$ cat config.mk
export PLATFORM = sky130hd
export DESIGN_NAME = msf_encoder
export DESIGN_NICKNAME = d
export VERILOG_FILES = /design/src/rtl/msf_encoder_pkg.sv /design/src/rtl/msf_frame_bits.sv /design/src/rtl/msf_encoder.sv
export SDC_FILE = /design/constraint.sdc
export NUM_CORES = 1
export LEC_CHECK = 0
export BUFFER_PORTS_ARGS = -buffer_cell sky130_fd_sc_hd__buf_2
export CAP_MARGIN = 10
export CORE_MARGIN = 2
export CORE_UTILIZATION = 31
export CTS_BUF_LIST = sky130_fd_sc_hd__clkbuf_8
export DETAILED_ROUTE_END_ITERATION = 12
export GPL_TIMING_DRIVEN = 0
export HOLD_SLACK_MARGIN = 0.03
export PLACE_DENSITY = 0.46
export SYNTH_ARGS = -nofsm -noshare
export SYNTH_HDL_FRONTEND = slang
export SYNTH_SLANG_ARGS = --single-unit
export TNS_END_PERCENT = 50
$ cat constraint.sdc
create_clock -name clk_i -period 3.5 [get_ports clk_i]
set_input_delay 0.35 -clock clk_i [delete_from_list [all_inputs] [get_ports clk_i]]
set_output_delay 0.35 -clock clk_i [all_outputs]
set_load 0.1 [all_outputs]
$ cat src/rtl/msf_encoder_pkg.sv
// Shared constants, state type and BCD field bundle for the MSF time-code encoder.
package msf_encoder_pkg;

   localparam int unsigned SLOTS_PER_SEC  = 10;
   localparam int unsigned SECS_PER_FRAME = 60;
   localparam int unsigned MARKER_SLOTS   = 5;
   localparam logic [7:0]  MARKER_PATTERN = 8'b0111_1110;

   localparam int unsigned YEAR_FIRST   = 17;
   localparam int unsigned YEAR_LAST    = 24;
   localparam int unsigned DATE_FIRST   = 25;
   localparam int unsigned DATE_LAST    = 35;
   localparam int unsigned DOW_FIRST    = 36;
   localparam int unsigned DOW_LAST     = 38;
   localparam int unsigned TIME_FIRST   = 39;
   localparam int unsigned TIME_LAST    = 51;
   localparam int unsigned MARKER_FIRST = 52;
   localparam int unsigned MARKER_LAST  = 59;

   localparam int unsigned PAR_YEAR_SEC = 54;
   localparam int unsigned PAR_DATE_SEC = 55;
   localparam int unsigned PAR_DOW_SEC  = 56;
   localparam int unsigned PAR_TIME_SEC = 57;

   localparam int unsigned FIELD_BITS = TIME_LAST - YEAR_FIRST + 1;

   typedef enum logic {StIdle, StTx} state_e;

   // Member order matches transmission order, so the packed vector's MSB is second 17.
   typedef struct packed {
      logic [3:0] year_h;
      logic [3:0] year_l;
      logic       month_h;
      logic [3:0] month_l;
      logic [1:0] day_h;
      logic [3:0] day_l;
      logic [2:0] dow;
      logic [1:0] hour_h;
      logic [3:0] hour_l;
      logic [2:0] minute_h;
      logic [3:0] minute_l;
   } msf_fields_t;

   // Bit that makes the A bits of seconds first..last plus itself odd in ones.
   function automatic logic odd_parity(input logic [FIELD_BITS-1:0] data,
                                       input int unsigned first, input int unsigned last);
      logic p;
      p = 1'b1;
      for (int unsigned s = YEAR_FIRST; s <= TIME_LAST; s++) begin
         if (s >= first && s <= last) p = p ^ data[TIME_LAST - s];
      end
      return p;
   endfunction

endpackage

$ cat src/rtl/msf_frame_bits.sv
// Combinational map from second index and latched time fields to the A/B data bits.
module msf_frame_bits
   import msf_encoder_pkg::*;
(
   input  logic [5:0]  second,
   input  msf_fields_t fields,
   output logic        bit_a,
   output logic        bit_b
);

   logic [FIELD_BITS-1:0] data;
   logic [5:0]            data_off;
   logic [2:0]            mark_off;

   assign data = fields;

   always_comb begin
      bit_a    = 1'b0;
      bit_b    = 1'b0;
      data_off = 6'(TIME_LAST) - second;
      mark_off = 3'(6'(MARKER_LAST) - second);

      if (second >= 6'(YEAR_FIRST) && second <= 6'(TIME_LAST)) begin
         bit_a = data[data_off];
      end else if (second >= 6'(MARKER_FIRST)) begin
         bit_a = MARKER_PATTERN[mark_off];
      end

      case (second)
         6'(PAR_YEAR_SEC): bit_b = odd_parity(data, YEAR_FIRST, YEAR_LAST);
         6'(PAR_DATE_SEC): bit_b = odd_parity(data, DATE_FIRST, DATE_LAST);
         6'(PAR_DOW_SEC):  bit_b = odd_parity(data, DOW_FIRST, DOW_LAST);
         6'(PAR_TIME_SEC): bit_b = odd_parity(data, TIME_FIRST, TIME_LAST);
         default:          bit_b = 1'b0;
      endcase
   end

endmodule

$ cat src/rtl/msf_encoder.sv
// MSF time-code frame generator: slot/second timing, IDLE/TX control and double-buffered
// time fields so a new minute can be queued while the current one is on air.
module msf_encoder
   import msf_encoder_pkg::*;
#(
   parameter int unsigned CLK_FREQ = 12500
) (
   input  logic       clk_i,
   input  logic       rst_i,
   input  logic       load_i,
   input  logic [3:0] year_h_i,
   input  logic [3:0] year_l_i,
   input  logic       month_h_i,
   input  logic [3:0] month_l_i,
   input  logic [1:0] day_h_i,
   input  logic [3:0] day_l_i,
   input  logic [2:0] dow_i,
   input  logic [1:0] hour_h_i,
   input  logic [3:0] hour_l_i,
   input  logic [2:0] minute_h_i,
   input  logic [3:0] minute_l_i,
   output logic       msf_o,
   output logic [5:0] second_o,
   output logic       minute_start_o,
   output logic       busy_o
);

   localparam int unsigned SLOT_CYC = CLK_FREQ / 10;
   localparam int unsigned CW       = (SLOT_CYC > 1) ? $clog2(SLOT_CYC) : 1;

   state_e        state_q, state_d;
   logic [CW-1:0] cyc_q, cyc_d;
   logic [3:0]    slot_q, slot_d;
   logic [5:0]    sec_q, sec_d;
   msf_fields_t   active_q, active_d, shadow_q, shadow_d, in_fields;
   logic          pending_q, pending_d;
   logic          slot_end, sec_end, frame_end;
   logic          bit_a, bit_b, msf_d, minute_start_d;

   assign in_fields = '{year_h: year_h_i, year_l: year_l_i, month_h: month_h_i,
                        month_l: month_l_i, day_h: day_h_i, day_l: day_l_i, dow: dow_i,
                        hour_h: hour_h_i, hour_l: hour_l_i, minute_h: minute_h_i,
                        minute_l: minute_l_i};

   always_comb begin
      state_d   = state_q;
      cyc_d     = cyc_q;
      slot_d    = slot_q;
      sec_d     = sec_q;
      active_d  = active_q;
      shadow_d  = shadow_q;
      pending_d = pending_q;
      slot_end  = cyc_q == CW'(SLOT_CYC - 1);
      sec_end   = slot_end && slot_q == 4'(SLOTS_PER_SEC - 1);
      frame_end = sec_end && sec_q == 6'(SECS_PER_FRAME - 1);

      case (state_q)
         StIdle: begin
            if (load_i) begin
               state_d  = StTx;
               active_d = in_fields;
            end
         end
         StTx: begin
            cyc_d  = slot_end ? '0 : cyc_q + 1'b1;
            slot_d = sec_end ? '0 : (slot_end ? slot_q + 4'd1 : slot_q);
            sec_d  = frame_end ? '0 : (sec_end ? sec_q + 6'd1 : sec_q);
            // A load on the frame's last cycle bypasses the shadow and wins outright.
            if (frame_end) begin
               pending_d = 1'b0;
               if (load_i)         active_d = in_fields;
               else if (pending_q) active_d = shadow_q;
            end else if (load_i) begin
               shadow_d  = in_fields;
               pending_d = 1'b1;
            end
         end
         default: state_d = StIdle;
      endcase
   end

   msf_frame_bits u_frame_bits (
      .second (sec_d),
      .fields (active_d),
      .bit_a  (bit_a),
      .bit_b  (bit_b)
   );

   // Output level is decoded from next-state values so msf_o lines up with the counters.
   always_comb begin
      msf_d = 1'b0;
      if (state_d == StTx) begin
         if (sec_d == '0) begin
            msf_d = slot_d < 4'(MARKER_SLOTS);
         end else begin
            case (slot_d)
               4'd0:    msf_d = 1'b1;
               4'd1:    msf_d = bit_a;
               4'd2:    msf_d = bit_b;
               default: msf_d = 1'b0;
            endcase
         end
      end
      minute_start_d = state_d == StTx && sec_d == '0 && slot_d == '0 && cyc_d == '0;
   end

   always_ff @(posedge clk_i) begin
      if (rst_i) begin
         state_q        <= StIdle;
         cyc_q          <= '0;
         slot_q         <= '0;
         sec_q          <= '0;
         active_q       <= '0;
         shadow_q       <= '0;
         pending_q      <= 1'b0;
         msf_o          <= 1'b0;
         minute_start_o <= 1'b0;
      end else begin
         state_q        <= state_d;
         cyc_q          <= cyc_d;
         slot_q         <= slot_d;
         sec_q          <= sec_d;
         active_q       <= active_d;
         shadow_q       <= shadow_d;
         pending_q      <= pending_d;
         msf_o          <= msf_d;
         minute_start_o <= minute_start_d;
      end
   end

   assign busy_o   = state_q == StTx;
   assign second_o = sec_q;

endmodule

# ---- Word level (Yosys, flattened, before mapping)
# Memory sizes are Yosys's and may differ from the RTL's.
# Cells that the tools add are included.
dict set report totals {
  inputBits 38
  rom_bits 8
  register_bits 95
  output_inout_bits 9
  word_cells 157
  n_memories 1
}
dict set report op_classes {
  eq_ne 9
  muxes 56
  n_reduce_logical 13
  order_cmp 6
  add_sub_neg 5
  bitwise 38
}
# name words word_bits read_ports rd_ports_with_merged_regs wr line
set memory_table {}
lappend memory_table {{(name not given)} 8 1 1 0 0 msf_frame_bits.sv:26} ;# bit_a = MARKER_PATTERN[mark_off];
# op n
set ops {}
lappend ops {{35-bit two-way mux} 4}
lappend ops {{35-bit one-hot mux with 2 select lines} 1}
lappend ops {{1-bit two-way mux} 40}
lappend ops {{1-bit bitwise XOR} 31}
lappend ops {{6-bit equality test, second input constant} 5}
lappend ops {{11-bit two-way mux} 2}
lappend ops {{6-bit two-way mux} 3}
lappend ops {{4-bit two-way mux} 3}
lappend ops {{11-bit by 1-bit adder with 11-bit output, second input constant} 1}
lappend ops {{11-bit equality test, second input constant} 1}
lappend ops {{11-bit logical NOT} 1}
lappend ops {{6-bit by 7-bit < comparator with 1-bit output, second input constant} 1}
lappend ops {{1-bit inverter} 7}
lappend ops {{6-bit by 1-bit adder with 6-bit output, second input constant} 1}
lappend ops {{1-bit binary-select mux with 6-bit select} 1}
lappend ops {{6-bit by 5-bit greater-or-equal comparator with 1-bit output, second input constant} 1}
lappend ops {{6-bit greater-or-equal comparator, second input constant} 1}
lappend ops {{6-bit less-or-equal comparator, second input constant} 1}
lappend ops {{1-bit logical AND} 6}
lappend ops {{6-bit logical NOT} 1}
lappend ops {{6-bit subtractor, first input constant} 1}
lappend ops {{4-bit by 1-bit adder with 4-bit output, second input constant} 1}
lappend ops {{4-bit by 1-bit equality test with 1-bit output, second input constant} 1}
lappend ops {{4-bit by 2-bit equality test with 1-bit output, second input constant} 1}
lappend ops {{other kinds (11)} 11}

# ---- Depth between registers and ports, before layout
dict set report logic_depth {
  depth_word 33
  depth_mapped 16
}

# ---- Modules after synthesis
# From an unflattened synthesis, not the netlist that was laid out.
dict set report unflattened {
  cells_unflattened 676
  hier_area_um2 5691.7
}
# module cells_per_inst area_each_um2 seq_area_each_um2 instances
set by_module_without_submodules {}
lappend by_module_without_submodules {msf_encoder 581 4845.9 1901.8 1}
lappend by_module_without_submodules {msf_frame_bits 95 845.8 0.0 1}

# ---- Worst setup path before layout
# Ideal clock, no wire load.
dict set report synth_timing {
  path_type {reg-to-reg}
  start {register sec_q[2] (netlist: second_o[2])}
  end {register msf_o}
  setup_ns 0.070
  arrival_time_ns 3.563
  synth_period_minus_slack_ns 3.633
  path_slack_ns -0.133
  path_buffers 2
  required_time_ns 3.430
  stages_incl_launch_ff 13
  cell_sequence {dfxtp_1 > and4b_4 > and4_1 > buf_6 > a21o_1 > buf_2 > a211oi_1 > xor2_1 > xnor3_1 > xnor3_1 > a21oi_1 > o21ai_1 > a21oi_1}
}
dict set report synth_between {
  elab_chain_len 32
}
# item line
set synth_lines {}
lappend synth_lines {{start, declared} msf_encoder.sv:34} ;# logic [5:0] sec_q, sec_d;
lappend synth_lines {{start signal, assigned} msf_encoder.sv:112} ;# sec_q <= '0;
lappend synth_lines {{start signal, assigned} msf_encoder.sv:122} ;# sec_q <= sec_d;
lappend synth_lines {{6-bit equality test} msf_encoder.sv:55} ;# frame_end = sec_end && sec_q == 6'(SECS_PER_FRAME - 1);
lappend synth_lines {{1-bit logical AND} msf_encoder.sv:55}
lappend synth_lines {{35-bit two-way mux} msf_encoder.sv:69} ;# if (frame_end) begin
lappend synth_lines {{35-bit one-hot mux with 2 select lines} msf_encoder.sv:57} ;# case (state_q)
lappend synth_lines {{1-bit inverter (no source line)} -}
lappend synth_lines {{1-bit two-way mux} msf_frame_bits.sv:29} ;# case (second)
lappend synth_lines {{1-bit bitwise XOR} msf_encoder_pkg.sv:50} ;# if (s >= first && s <= last) p = p ^ data[TIME_LAST - s];
lappend synth_lines {{1-bit two-way mux} msf_frame_bits.sv:29}
lappend synth_lines {{[... 16 more ...]} -}
lappend synth_lines {{1-bit bitwise XOR} msf_encoder_pkg.sv:50}
lappend synth_lines {{1-bit two-way mux} msf_frame_bits.sv:29}
lappend synth_lines {{1-bit bitwise XOR} msf_encoder_pkg.sv:50}
lappend synth_lines {{1-bit two-way mux} msf_frame_bits.sv:29}
lappend synth_lines {{1-bit bitwise XOR} msf_encoder_pkg.sv:50}
lappend synth_lines {{1-bit one-hot mux with 4 select lines} msf_frame_bits.sv:29}
lappend synth_lines {{1-bit one-hot mux with 3 select lines} msf_encoder.sv:96} ;# case (slot_d)
lappend synth_lines {{1-bit two-way mux (*)} msf_encoder.sv:93} ;# if (sec_d == '0) begin
lappend synth_lines {{end signal, assigned} msf_encoder.sv:126} ;# msf_o <= msf_d;
lappend synth_lines {{end, declared} msf_encoder.sv:22} ;# output logic msf_o,
# Every way passes the cells marked *; elsewhere a longest branch is shown, timed or not. The select of a mux whose other input is x is not followed.
# A chain may end at the register's enable or synchronous reset.

# ---- Worst setup path in the final report
dict set report layout_timing {
  start {register slot_q[1]}
  end {register msf_o}
}
dict set report layout_between {
  elab_chain_len 33
}
# item line
set layout_lines {}
lappend layout_lines {{start, declared} msf_encoder.sv:33} ;# logic [3:0] slot_q, slot_d;
lappend layout_lines {{start signal, assigned} msf_encoder.sv:121} ;# slot_q <= slot_d;
lappend layout_lines {{4-bit equality test} msf_encoder.sv:54} ;# sec_end = slot_end && slot_q == 4'(SLOTS_PER_SEC - 1);
lappend layout_lines {{1-bit logical AND} msf_encoder.sv:54}
lappend layout_lines {{1-bit logical AND} msf_encoder.sv:55}
lappend layout_lines {{35-bit two-way mux} msf_encoder.sv:69}
lappend layout_lines {{35-bit one-hot mux with 2 select lines} msf_encoder.sv:57}
lappend layout_lines {{1-bit inverter (no source line)} -}
lappend layout_lines {{1-bit two-way mux} msf_frame_bits.sv:29}
lappend layout_lines {{1-bit bitwise XOR} msf_encoder_pkg.sv:50}
lappend layout_lines {{[... 17 more ...]} -}
lappend layout_lines {{1-bit bitwise XOR} msf_encoder_pkg.sv:50}
lappend layout_lines {{1-bit two-way mux} msf_frame_bits.sv:29}
lappend layout_lines {{1-bit bitwise XOR} msf_encoder_pkg.sv:50}
lappend layout_lines {{1-bit two-way mux} msf_frame_bits.sv:29}
lappend layout_lines {{1-bit bitwise XOR} msf_encoder_pkg.sv:50}
lappend layout_lines {{1-bit one-hot mux with 4 select lines} msf_frame_bits.sv:29}
lappend layout_lines {{1-bit one-hot mux with 3 select lines} msf_encoder.sv:96}
lappend layout_lines {{1-bit two-way mux (*)} msf_encoder.sv:93}
# Marked as above.

==> metrics <==
status=finished, final reports clean; initial antenna violation count=0; CTS H-Tree Depth=3; Req. time, crit path=3.82 ns; die area=19410 µm²; Hold Crit Class=in -> reg; Synth top area share=0.3351; CP Buf/Inv Count=4; Hold Buf Count CTS=0; Final Slew Violations=0; Hold Path End=busy_o$_SDFF_PP0_; cell area after layout=7005 µm²; commonest non-fill, non-tap cells in the layout=nand2_1, nor2_1, dfxtp_1; CTS tree=yes; met1 Track Usage GR=0.3029; total grt overflow=0; Worst Setup Start Kind=flip-flop; core area=~18000 µm²; Max-Cap Viols=0; Synth Cell Area=around 5700 µm²; Synth Warn #=0; DR iter-0 viols=647; Final Hold Viols=0; DRT Wirelength=approximately 22 mm; Avg Cell Area, Syn=~7.7 µm²; post-synthesis instance total=737; Worst-path clk slew=0.10 ns; Root Driver=clkbuf_8; R2R Path End=msf_o$_SDFF_PP0_; Tmin final=3.344 ns; Clock Skews=between 0.01 and 0.015 ns; Placement Cell Area=6196 µm²; Crit. End Element=flip-flop; Netlist cell types=between 70 and 80; Most used DFF post-synth=dfxtp_1; met3 usage in global routing=0.03372; Worst Hold Depth=2; diodes inserted=0; met2 Use GR=0.3498; hpwl dp=around 16 mm; RePlAce Congestion=0.9003; FILL cells=roughly 1900; Sink Count=95; highest clock rate=0.2991 GHz; family with the most delay on the worst path=XOR/XNOR gates; I/O Pins=47; starting density of the core=0.3159; final net count=861; CTS max path bufs=2; Residual DRC=0; worst-skew pair later-pin latency=0.39 ns; Slew headroom=0.4781; vias per cell=approximately 5.5; post-route ant nets=0; via count=5801; crit path cell chain=inv_1 > ha_2 > and3b_1 > nand2_1 > buf_6 > o21ai_4 > buf_8 > buf_4 > o221ai_4 > xnor2_1 > xnor3_1 > xnor3_1 > a21oi_2 > o21ai_2 > a21oi_2; ratio of cells with drive above 1 in the final layout=0.2210; Chip Width=139.3 µm; Synth Net Count=784; final-report setup violation count=0; R2R cell count=15; Port Buffers=45; peak fanout along the critical path=10; Max VDD drop=~0.18 mV; Area contributors post-synth=dfxtp_1, nand2_1, nor2_1; r2r startpoint=slot_q[1]$_SDFF_PP0_; most used routing layer=met2; TritonCTS buffer count=9; sequential area share after synthesis=0.3351; Rows=49; #FFs+latches synth=95; Global Route Usage Sum=0.2201; Data arrival, critical path=3.67 ns; reg-to-reg setup timing slack=~0.16 ns; vias in the first global route=about 5600; critical path's slowest cell=dfxtp_1; Pleak=2.652 nW; fin crit share=0.9554; Area Overhead vs Synth=23.43%; most common cell after layout, fill and taps aside=nand2_1; CP max stage delay=0.43 ns; async set-reset flop share out of synthesis=0; global-route wire length before repair=33.01 mm; WL/cell=between 20 and 25 µm; Synth area leader=dfxtp_1; Die Y-Extent=~140 µm; kind of critical path=reg -> reg; pin count of the biggest net entering global routing=16; Hold Crit Start=rst_i; drt pass-1 iters=5; PwrDens=393.6 nW/µm²; fin util=0.3900; Post-synth EDFFs=0; Least-Margin Pin Slew=0.7829 ns
metrics by stage:
stage	setup WS [ns]	setup TNS, ns	std cells	hold WS, ns	total power, mW
after global routing	-0.02065	-0.02065	1048	0.2074	2.874
after CTS	0.002989	0	1034	0.1787	2.721
after floorplan	0.2146	0	737	0.4311	1.575
after global placement	-0.7330	-1.418	1011	0.4438	1.744
after detailed placement	-0.7034	-1.403	1011	0.4468	1.746
final	0.1563	0	1048	0.1855	2.757
where the power goes:
group / internal, mW / leakage (nW) / switching, mW
Combinational: 0.270 / 1.74 / 0.363
Clock: 0.536 / 0.133 / 0.422
Sequential: 1.13 / 0.782 / 0.0320
kinds of logic after synthesis:
kind of cell | after synthesis | synth area share
fa+ha+maj | 9 | 0.01984
flops | 95 | 0.3351
compound gates | 200 | 0.2370
simple gates | 313 | 0.2597
mux | 18 | 0.03263
xor+xnor | 39 | 0.06989
buf+inv | 63 | 0.04586
worst reg2reg max path: stages (launching register included):
cell and delay [ns]:
dfxtp_1 0.43, inv_1 0.09, ha_2 0.21, and3b_1 0.21
nand2_1 0.14, buf_6 0.20, o21ai_4 0.10, buf_8 0.15
buf_4 0.14, o221ai_4 0.28, xnor2_1 0.17, xnor3_1 0.43
xnor3_1 0.37, a21oi_2 0.15, o21ai_2 0.09, a21oi_2 0.13
flip-flops by register name, summed over array words and instances (netlist names):
signal	flops
slot_q	4
pending_q	1
minute_start_o	1
second_o	6
active_q	35
msf_o	1
shadow_q	35
cyc_q	11
busy_o	1
worst max path at each step:
stage,endpoint,start,slack [ns],cells after the start
detailed placement,msf_o$_SDFF_PP0_,cyc_q[0]$_SDFF_PP0_,-0.70,12
floorplan,msf_o$_SDFF_PP0_,second_o[2]$_SDFF_PP0_,0.21,12
global placement,msf_o$_SDFF_PP0_,cyc_q[0]$_SDFF_PP0_,-0.73,12
global route,msf_o$_SDFF_PP0_,slot_q[1]$_SDFF_PP0_,-0.02,15
CTS,msf_o$_SDFF_PP0_,cyc_q[1]$_SDFF_PP0_,0.003,15
finish,msf_o$_SDFF_PP0_,slot_q[1]$_SDFF_PP0_,0.16,15
Yosys cell counts (6+ instances only):
| master | instances |
|---|---|
| nand2_1 | 112 |
| nand3_1 | 16 |
| nor3_1 | 23 |
| mux2i_1 | 14 |
| clkbuf_1 | 31 |
| o21ai_0 | 29 |
| a211oi_1 | 6 |
| dfxtp_1 | 95 |
| a21oi_1 | 73 |
| nand2b_1 | 6 |
| o221ai_1 | 10 |
| o22ai_1 | 11 |
| ha_1 | 9 |
| nand4_1 | 8 |
| xnor2_1 | 23 |
| xor2_1 | 12 |
| nor2_1 | 102 |
| buf_2 | 10 |
| a31oi_1 | 7 |
| nor2b_1 | 7 |
| inv_1 | 16 |
per-layer routing:
| layer | vias up | wire length, µm |
|---|---|---|
| li1 | 2771 | - |
| met1 | 2803 | 9972 |
| met2 | 193 | 9916 |
| met3 | 34 | 1282 |
| met4 | 0 | 467 |
| met5 | - | 0 |
cell type report:
cell class	count	area (µm²)	area share
plain buffers	45	245.2	0.03501
clock inverters	4	98.84	0.01411
inverters	17	63.81	0.009109
flip-flops and latches	95	1919	0.2740
repair buffers	67	394.1	0.05626
multi-input cells	579	3832	0.5471
well taps	229	286.5	0.04090
clock buffers	12	165.2	0.02358
what timing repair did:
item / 4_1_cts / 5_1_grt
setup buffers: 7 / 15
endpoints found under the setup margin: 2 / 2
pin swaps: 5 / 15
resized for setup: 36 / 65
No activity file was read; power rests on OpenSTA's default activity.
